File: src/rtl/crossbar_loader_pkg.sv
// Shared command op codes and sequencer state encoding for the crossbar loader.
package crossbar_loader_pkg;

   localparam int OP_W = 2;

   typedef enum logic [OP_W-1:0] {
      OP_CONNECT   = 2'd0,
      OP_CLEAR     = 2'd1,
      OP_CLEAR_ALL = 2'd2,
      OP_RSVD      = 2'd3
   } op_e;

   typedef enum logic [1:0] {
      ST_IDLE  = 2'd0,
      ST_SETUP = 2'd1,
      ST_HIGH  = 2'd2,
      ST_LOW   = 2'd3
   } state_e;

endpackage

File: src/rtl/crossbar_loader_if.sv
// Command channel from the configuration master into the crossbar loader.
interface crossbar_loader_if #(
   parameter int W = 8
);
   logic         cmd_valid;
   logic         cmd_ready;
   logic [1:0]   cmd_op;
   logic [W-1:0] cmd_from;
   logic [W-1:0] cmd_to;

   modport master (output cmd_valid, output cmd_op, output cmd_from, output cmd_to,
                   input  cmd_ready);
   modport slave  (input  cmd_valid, input  cmd_op, input  cmd_from, input  cmd_to,
                   output cmd_ready);
endinterface

File: src/rtl/crossbar_loader_fifo_sync.sv
// Synchronous first-word fall-through FIFO; push into a full FIFO is taken
// only when a pop happens on the same edge.
module fifo_sync #(
   parameter int W_DATA = 8,
   parameter int DEPTH  = 4
) (
   input  logic              clock,
   input  logic              reset,
   input  logic              push,
   input  logic [W_DATA-1:0] din,
   input  logic              pop,
   output logic [W_DATA-1:0] dout,
   output logic              full,
   output logic              empty
);
   localparam int AW = $clog2(DEPTH);

   logic [AW:0]       wr_ptr, rd_ptr;
   logic [W_DATA-1:0] mem [DEPTH];
   logic              wr_en, rd_en;

   assign empty = (wr_ptr == rd_ptr);
   assign full  = (wr_ptr[AW] != rd_ptr[AW]) && (wr_ptr[AW-1:0] == rd_ptr[AW-1:0]);
   assign rd_en = pop && !empty;
   assign wr_en = push && (!full || rd_en);
   assign dout  = mem[rd_ptr[AW-1:0]];

   // Pointer update; the extra MSB distinguishes full from empty.
   always_ff @(posedge clock or posedge reset) begin
      if (reset) begin
         wr_ptr <= '0;
         rd_ptr <= '0;
      end else begin
         if (wr_en) wr_ptr <= wr_ptr + 1'b1;
         if (rd_en) rd_ptr <= rd_ptr + 1'b1;
      end
   end

   // Storage write; contents need no reset since empty masks them.
   always_ff @(posedge clock) begin
      if (wr_en) mem[wr_ptr[AW-1:0]] <= din;
   end

endmodule

File: src/rtl/crossbar_loader.sv
// Crossbar configuration sequencer: buffers commands and drives from/to/put
// with a registered setup / put-high / put-low strobe per crossbar write.
//
// state | meaning
// IDLE  | waiting for a command at the FIFO head
// SETUP | addresses driven, put low
// HIGH  | put high, crossbar latches addresses
// LOW   | put low, crossbar commits; addresses still held
module crossbar_loader
   import crossbar_loader_pkg::*;
#(
   parameter int W     = 8,
   parameter int IN    = 8,
   parameter int OUT   = 8,
   parameter int DEPTH = 4
) (
   input  logic          clock,
   input  logic          reset,
   crossbar_loader_if.slave cmd,
   output logic [W-1:0]  xb_from,
   output logic [W-1:0]  xb_to,
   output logic          xb_put,
   output logic          busy,
   output logic          err
);
   localparam int DW = OP_W + 2 * W;
   localparam int CW = $clog2(OUT) + 1;
   localparam logic [CW-1:0] COL_LAST = CW'(OUT - 1);

   state_e         state_q, state_d;
   logic [DW-1:0]  fifo_din, fifo_dout;
   logic           fifo_full, fifo_empty, push, pop;
   logic           ready_en;
   op_e            head_op;
   logic [W-1:0]   head_from, head_to;
   logic           head_ok, col_more, take_cmd;
   logic [CW-1:0]  col_q, col_d;
   logic           clr_all_q, clr_all_d;
   logic [W-1:0]   from_d, to_d;
   logic           put_d, err_d;

   assign fifo_din      = {cmd.cmd_op, cmd.cmd_from, cmd.cmd_to};
   assign cmd.cmd_ready = ready_en && !fifo_full;
   assign push          = cmd.cmd_valid && cmd.cmd_ready;

   fifo_sync #(.W_DATA(DW), .DEPTH(DEPTH)) u_fifo (
      .clock (clock),
      .reset (reset),
      .push  (push),
      .din   (fifo_din),
      .pop   (pop),
      .dout  (fifo_dout),
      .full  (fifo_full),
      .empty (fifo_empty)
   );

   assign head_op   = op_e'(fifo_dout[DW-1 -: OP_W]);
   assign head_from = fifo_dout[2*W-1 -: W];
   assign head_to   = fifo_dout[W-1:0];
   assign col_more  = clr_all_q && (col_q < COL_LAST);
   assign take_cmd  = !fifo_empty && ((state_q == ST_IDLE) || (state_q == ST_LOW && !col_more));
   assign busy      = !fifo_empty || (state_q != ST_IDLE);

   // Head-of-FIFO validation against the crossbar dimensions.
   always_comb begin
      head_ok = 1'b0;
      case (head_op)
         OP_CONNECT:   head_ok = (head_from < W'(IN)) && (head_to < W'(OUT));
         OP_CLEAR:     head_ok = (head_to < W'(OUT));
         OP_CLEAR_ALL: head_ok = 1'b1;
         default:      head_ok = 1'b0;
      endcase
   end

   // State register.
   always_ff @(posedge clock or posedge reset) begin
      if (reset) state_q <= ST_IDLE;
      else       state_q <= state_d;
   end

   // Next-state decode.
   always_comb begin
      state_d = state_q;
      case (state_q)
         ST_IDLE:  if (!fifo_empty) state_d = head_ok ? ST_SETUP : ST_IDLE;
         ST_SETUP: state_d = ST_HIGH;
         ST_HIGH:  state_d = ST_LOW;
         ST_LOW: begin
            if (col_more)         state_d = ST_SETUP;
            else if (!fifo_empty) state_d = head_ok ? ST_SETUP : ST_IDLE;
            else                  state_d = ST_IDLE;
         end
         default:  state_d = ST_IDLE;
      endcase
   end

   // Next values of the registered crossbar port, column walk and FIFO pop.
   always_comb begin
      from_d    = xb_from;
      to_d      = xb_to;
      col_d     = col_q;
      clr_all_d = clr_all_q;
      put_d     = (state_q == ST_SETUP);
      err_d     = 1'b0;
      pop       = 1'b0;
      if (state_q == ST_LOW && col_more) begin
         col_d = col_q + 1'b1;
         to_d  = W'(col_d);
      end else if (take_cmd) begin
         pop = 1'b1;
         if (head_ok) begin
            clr_all_d = (head_op == OP_CLEAR_ALL);
            col_d     = '0;
            from_d    = (head_op == OP_CONNECT) ? head_from : '1;
            to_d      = (head_op == OP_CLEAR_ALL) ? '0 : head_to;
         end else begin
            err_d = 1'b1;
         end
      end
   end

   // Output and datapath registers; put drops immediately on reset.
   always_ff @(posedge clock or posedge reset) begin
      if (reset) begin
         xb_from   <= '1;
         xb_to     <= '0;
         xb_put    <= 1'b0;
         err       <= 1'b0;
         col_q     <= '0;
         clr_all_q <= 1'b0;
         ready_en  <= 1'b0;
      end else begin
         xb_from   <= from_d;
         xb_to     <= to_d;
         xb_put    <= put_d;
         err       <= err_d;
         col_q     <= col_d;
         clr_all_q <= clr_all_d;
         ready_en  <= 1'b1;
      end
   end

endmodule

File: src/flat_wrapper.sv
// flat-port wrapper written by rule: the top's interface ports become plain ports
module crossbar_loader_flat import crossbar_loader_pkg::*;
#(
   parameter int W     = 8,
   parameter int IN    = 8,
   parameter int OUT   = 8,
   parameter int DEPTH = 4
)
  (clock, reset, xb_from, xb_to, xb_put, busy, err, cmd_cmd_valid, cmd_cmd_op, cmd_cmd_from, cmd_cmd_to, cmd_cmd_ready);
  crossbar_loader_if #(.W(W)) cmd_i ();
  input  logic clock;
  input  logic reset;
  output logic [W-1:0] xb_from;
  output logic [W-1:0] xb_to;
  output logic xb_put;
  output logic busy;
  output logic err;
  input wire logic [$bits(cmd_i.cmd_valid)-1:0] cmd_cmd_valid;
  input wire logic [$bits(cmd_i.cmd_op)-1:0] cmd_cmd_op;
  input wire logic [$bits(cmd_i.cmd_from)-1:0] cmd_cmd_from;
  input wire logic [$bits(cmd_i.cmd_to)-1:0] cmd_cmd_to;
  output wire logic [$bits(cmd_i.cmd_ready)-1:0] cmd_cmd_ready;
  assign cmd_i.cmd_valid = cmd_cmd_valid;
  assign cmd_i.cmd_op = cmd_cmd_op;
  assign cmd_i.cmd_from = cmd_cmd_from;
  assign cmd_i.cmd_to = cmd_cmd_to;
  assign cmd_cmd_ready = cmd_i.cmd_ready;
  crossbar_loader #(.W(W), .IN(IN), .OUT(OUT), .DEPTH(DEPTH)) u_core (.clock(clock), .reset(reset), .cmd(cmd_i), .xb_from(xb_from), .xb_to(xb_to), .xb_put(xb_put), .busy(busy), .err(err));
endmodule
File: config.mk
export PLATFORM = sky130hd
export DESIGN_NAME = crossbar_loader_flat
export DESIGN_NICKNAME = d
export VERILOG_FILES = /design/src/rtl/crossbar_loader_pkg.sv /design/src/rtl/crossbar_loader_if.sv /design/src/rtl/crossbar_loader_fifo_sync.sv /design/src/rtl/crossbar_loader.sv /design/src/flat_wrapper.sv
export SDC_FILE = /design/constraint.sdc
export NUM_CORES = 1
export LEC_CHECK = 0
export BUFFER_PORTS_ARGS = -buffer_cell sky130_fd_sc_hd__buf_2
export CORE_ASPECT_RATIO = 0.6
export CORE_MARGIN = 5
export CORE_UTILIZATION = 36
export CTS_CLUSTER_DIAMETER = 200
export CTS_CLUSTER_SIZE = 20
export DETAILED_ROUTE_END_ITERATION = 12
export SETUP_SLACK_MARGIN = 0.02
export SLEW_MARGIN = 25
export SYNTH_ARGS = -nofsm -noshare
export SYNTH_HDL_FRONTEND = slang
export SYNTH_HIERARCHICAL = 1
export SYNTH_SLANG_ARGS = --single-unit
File: constraint.sdc
create_clock -name clock -period 3.3 [get_ports clock]
set_input_delay 0.33 -clock clock [delete_from_list [all_inputs] [get_ports clock]]
set_output_delay 0.33 -clock clock [all_outputs]
set_load 0.02 [all_outputs]
==> results.md <==
- Outcome: finished, final reports clean
- Yosys warns: 6
- CP max FO: 18
- Skew final: 0.00864 ns
- Post-synthesis adder-cell area fraction: 2.89%
- Required time worst endpoint: 3.26 ns
- # H-tree levels: 3
- Unrepaired setup endpoints after global routing: false
- Post-synth EDFFs: 72
- Area leader, netlist: edfxtp_1
- Wirelength per Cell: 17.3 um
- Cell area after layout: 0.00507 sq mm
- GRT Util Overall: 12.2%
- CTS tree: built
- Share of cells above drive strength 1: 36.3%
- Share of power burned in combinational logic: 36.5%
- Initial core utilization: 36.4%
- Drt first-iter violations: 173
- Core Util, Final: 42.5%
- Int Power: 2990 uW
- Measured slew at the worst slew-check pin: 0.964 ns
- Synth unique cells: 48
- Synth top area share: 49.9%
- Slew Limit Headroom: 35.7%
- CTS Sinks: 104
- Switching share of power: 34.4%
- Min Clock Period, post-route: 3.12 ns
- Max cap viols: 0
- Vias in the first global route: 2325
- Ant. Diodes: 0
- I/O pins: 41
- Combinational family with the most area after synthesis: multiplexers
- DRC: 0
- Clock slew at reported path FFs: 0.07 ns
- P&R area growth vs syn: 16.9%
- Critical path launch point type: flop
- Seq/Total Area, Yosys: 68.6%
- Clock Latency Late Sink: 0.34 ns
- Final wirelength: 8090 um
- Fmax: 321 MHz
- Dpl cells: 451
- Die area: 0.0144 sq mm
- Largest net degree at the start of global routing: 27
- Leak Pwr: 0.00186 uW
- Final layout net count: 329
- HPWL after DPL: 5750 um
- Overflow after GRT: 0
- Vias/cell: 4.88
- Critical path type: flop to flop
- Vias: 2286
- CTS Buffer Depth: 2
- TritonRoute pass-1 iters: 4
- Xor/xnor share of the synthesized area: 1.96%
- Power Density: 900 mW/mm^2
- Core ar.: 0.0119 sq mm
- Syn_nets: 276
- WP data arrival: 3.08 ns
- Die height: 95.0 um
- Worst VDD drop: 0.306 mV
- Asr flop ratio synth: 30.8%
- Syn Area/Cell: 17.7 sq um
- Setup_tns: 0 ns
- Post-Synth Simple-Gate Area: 5.92%
- Primary FF master, synth: edfxtp_1
- CTS Buf Count: 9
- Max-slew violation count: 0
- FILL cells: 1095
- Synth Register Bits: 104
- Row count: 31
- Sw power: 1570 uW
- Die W: 152 um
- Root Driver: clkbuf_16
- Crit. End Element: flop
- First-pass GRT wire length: 12700 um
- Hold crit path type: primary input to flop
- Most common cell after layout, fill and taps aside: edfxtp_1
- Sequential power share: 40.5%
- Final number of hold-violating endpoints: 0
- Clock share of power: 23.0%
- Mapped Area: 0.00434 sq mm
- Mux cell area share after synthesis: 11.9%
- Non-filler cells, final: 468
- Port bufs: 40
- GP Congestion: 0.779
- Placed instance area: 0.00476 sq mm
- Compound-cell area share of the yosys netlist: 7.01%
- Commonest cells after routing, fill and taps aside: edfxtp_1 (72), buf_2 (40), dfrtp_1 (24)
- Top post-synthesis cells by area: edfxtp_1 (50%), dfrtp_1 (14%), mux4_2 (9.4%), dfstp_2 (4.8%), ha_1 (2.9%)
- Antenna Nets Post-Route: 0
- Final setup fails: 0
- Antenna violations before repair: 0
- Mapped Cells: 245
- Tcrit/Tclk final: 94.4%
==> worst max-delay path: stages (launching register included) <==
cell      delay, ns
dfrtp_1        0.42
xor2_1         0.31
nor3_1         0.10
nand2b_1       0.21
nor2_1         0.39
nor2_1         0.13
inv_1          0.19
or4_1          0.18
and3_1         0.81
==> cell usage after synthesis, types with 4 or more instances <==
| cell type | number |
|---|---|
| and2_1 | 4 |
| dfrtp_1 | 24 |
| dfstp_2 | 8 |
| edfxtp_1 | 72 |
| ha_1 | 10 |
| inv_1 | 11 |
| mux2_2 | 8 |
| mux4_2 | 18 |
| nand2_1 | 10 |
| nor2_1 | 7 |
| nor3b_1 | 4 |
| o21ai_0 | 4 |
| or3_1 | 5 |
| xnor2_1 | 5 |
==> power by group through the flow <==
stage	sequential [uW]	combinational, uW	clock [uW]
global placement	1860	1650	0
global route	1880	1830	1140
CTS	1850	1690	1080
floorplan	1930	1140	0
finish	1850	1660	1050
detailed placement	1880	1680	0
==> worst paths after layout <==
check	from	to	slack (ns)	cells past startpoint
max	u_core/u_fifo/rd_ptr[2]	u_core/u_fifo/mem[1][1]	0.18	8
min	cmd_cmd_from[1]	u_core/u_fifo/mem[2][9]	0.20	1
max reg2reg	u_core/u_fifo/rd_ptr[2]	u_core/u_fifo/mem[1][1]	0.18	8
min reg2reg	u_core/xb_to[3]	u_core/xb_to[3]	0.52	2
max in group asynchronous	reset	u_core/xb_from[0]	2.33	3
min in group asynchronous	reset	u_core/u_fifo/wr_ptr[1]	0.46	3
==> stage by stage <==
| stage | hold WS, ns | setup slack, ns | power, uW |
|---|---|---|---|
| 2_1_floorplan | 0.121 | 0.264 | 3070 |
| 3_3_place_gp | 0.271 | 0.314 | 3510 |
| 3_5_place_dp | 0.274 | 0.187 | 3560 |
| 4_1_cts | 0.185 | 0.175 | 4620 |
| 5_1_grt | 0.186 | 0.0194 | 4840 |
| 6_report | 0.199 | 0.183 | 4560 |
==> layout make-up <==
class	instances	area (sq um)	area share (%)
clock buffers	10	229	4.52
inverters	11	41.3	0.815
clock inverters	6	66.3	1.31
well taps	165	206	4.08
repair buffers	47	255	5.04
multi-input cells	125	1290	25.6
flip-flops and latches	104	2970	58.7
==> logic make-up (layout without fill, tap and decap cells) <==
group / after synthesis / count (layout)
multiplexers: 28 / 28
adder cells (fa/ha/maj): 10 / 10
flip-flops: 104 / 104
buffers and inverters: 16 / 74
XOR/XNOR: 8 / 8
AO/OA/AOI/OAI: 32 / 32
AND/OR/NAND/NOR: 46 / 46
other: 1 / 1
==> sequential cells by signal, indices dropped and copies added (netlist names) <==
| signal | count |
|---|---|
| u_core/xb_to | 8 |
| u_core/u_fifo/wr_ptr | 3 |
| u_core/ready_en | 1 |
| u_core/xb_put | 1 |
| u_core/u_fifo/mem | 72 |
| u_core/u_fifo/rd_ptr | 3 |
| u_core/state_q | 2 |
| u_core/err | 1 |
| u_core/col_q | 4 |
| u_core/clr_all_q | 1 |
| u_core/xb_from | 8 |
==> repair_timing <==
item,CTS,global route
hold endpoints to repair,6,0
gates resized for setup,0,2
hold buffers,1,0
buffers inserted,0,0
endpoints found under the setup margin,0,21
==> layer usage <==
metal,vias to the layer above,wire [um],global-route usage [%]
met3,9,383,3.88
met1,1166,3980,17.1
met2,54,3640,18.2
met4,0,85,4.04
li1,1057,-,-
met5,-,0,0
Note: power is estimated with default switching activity, not from simulation.
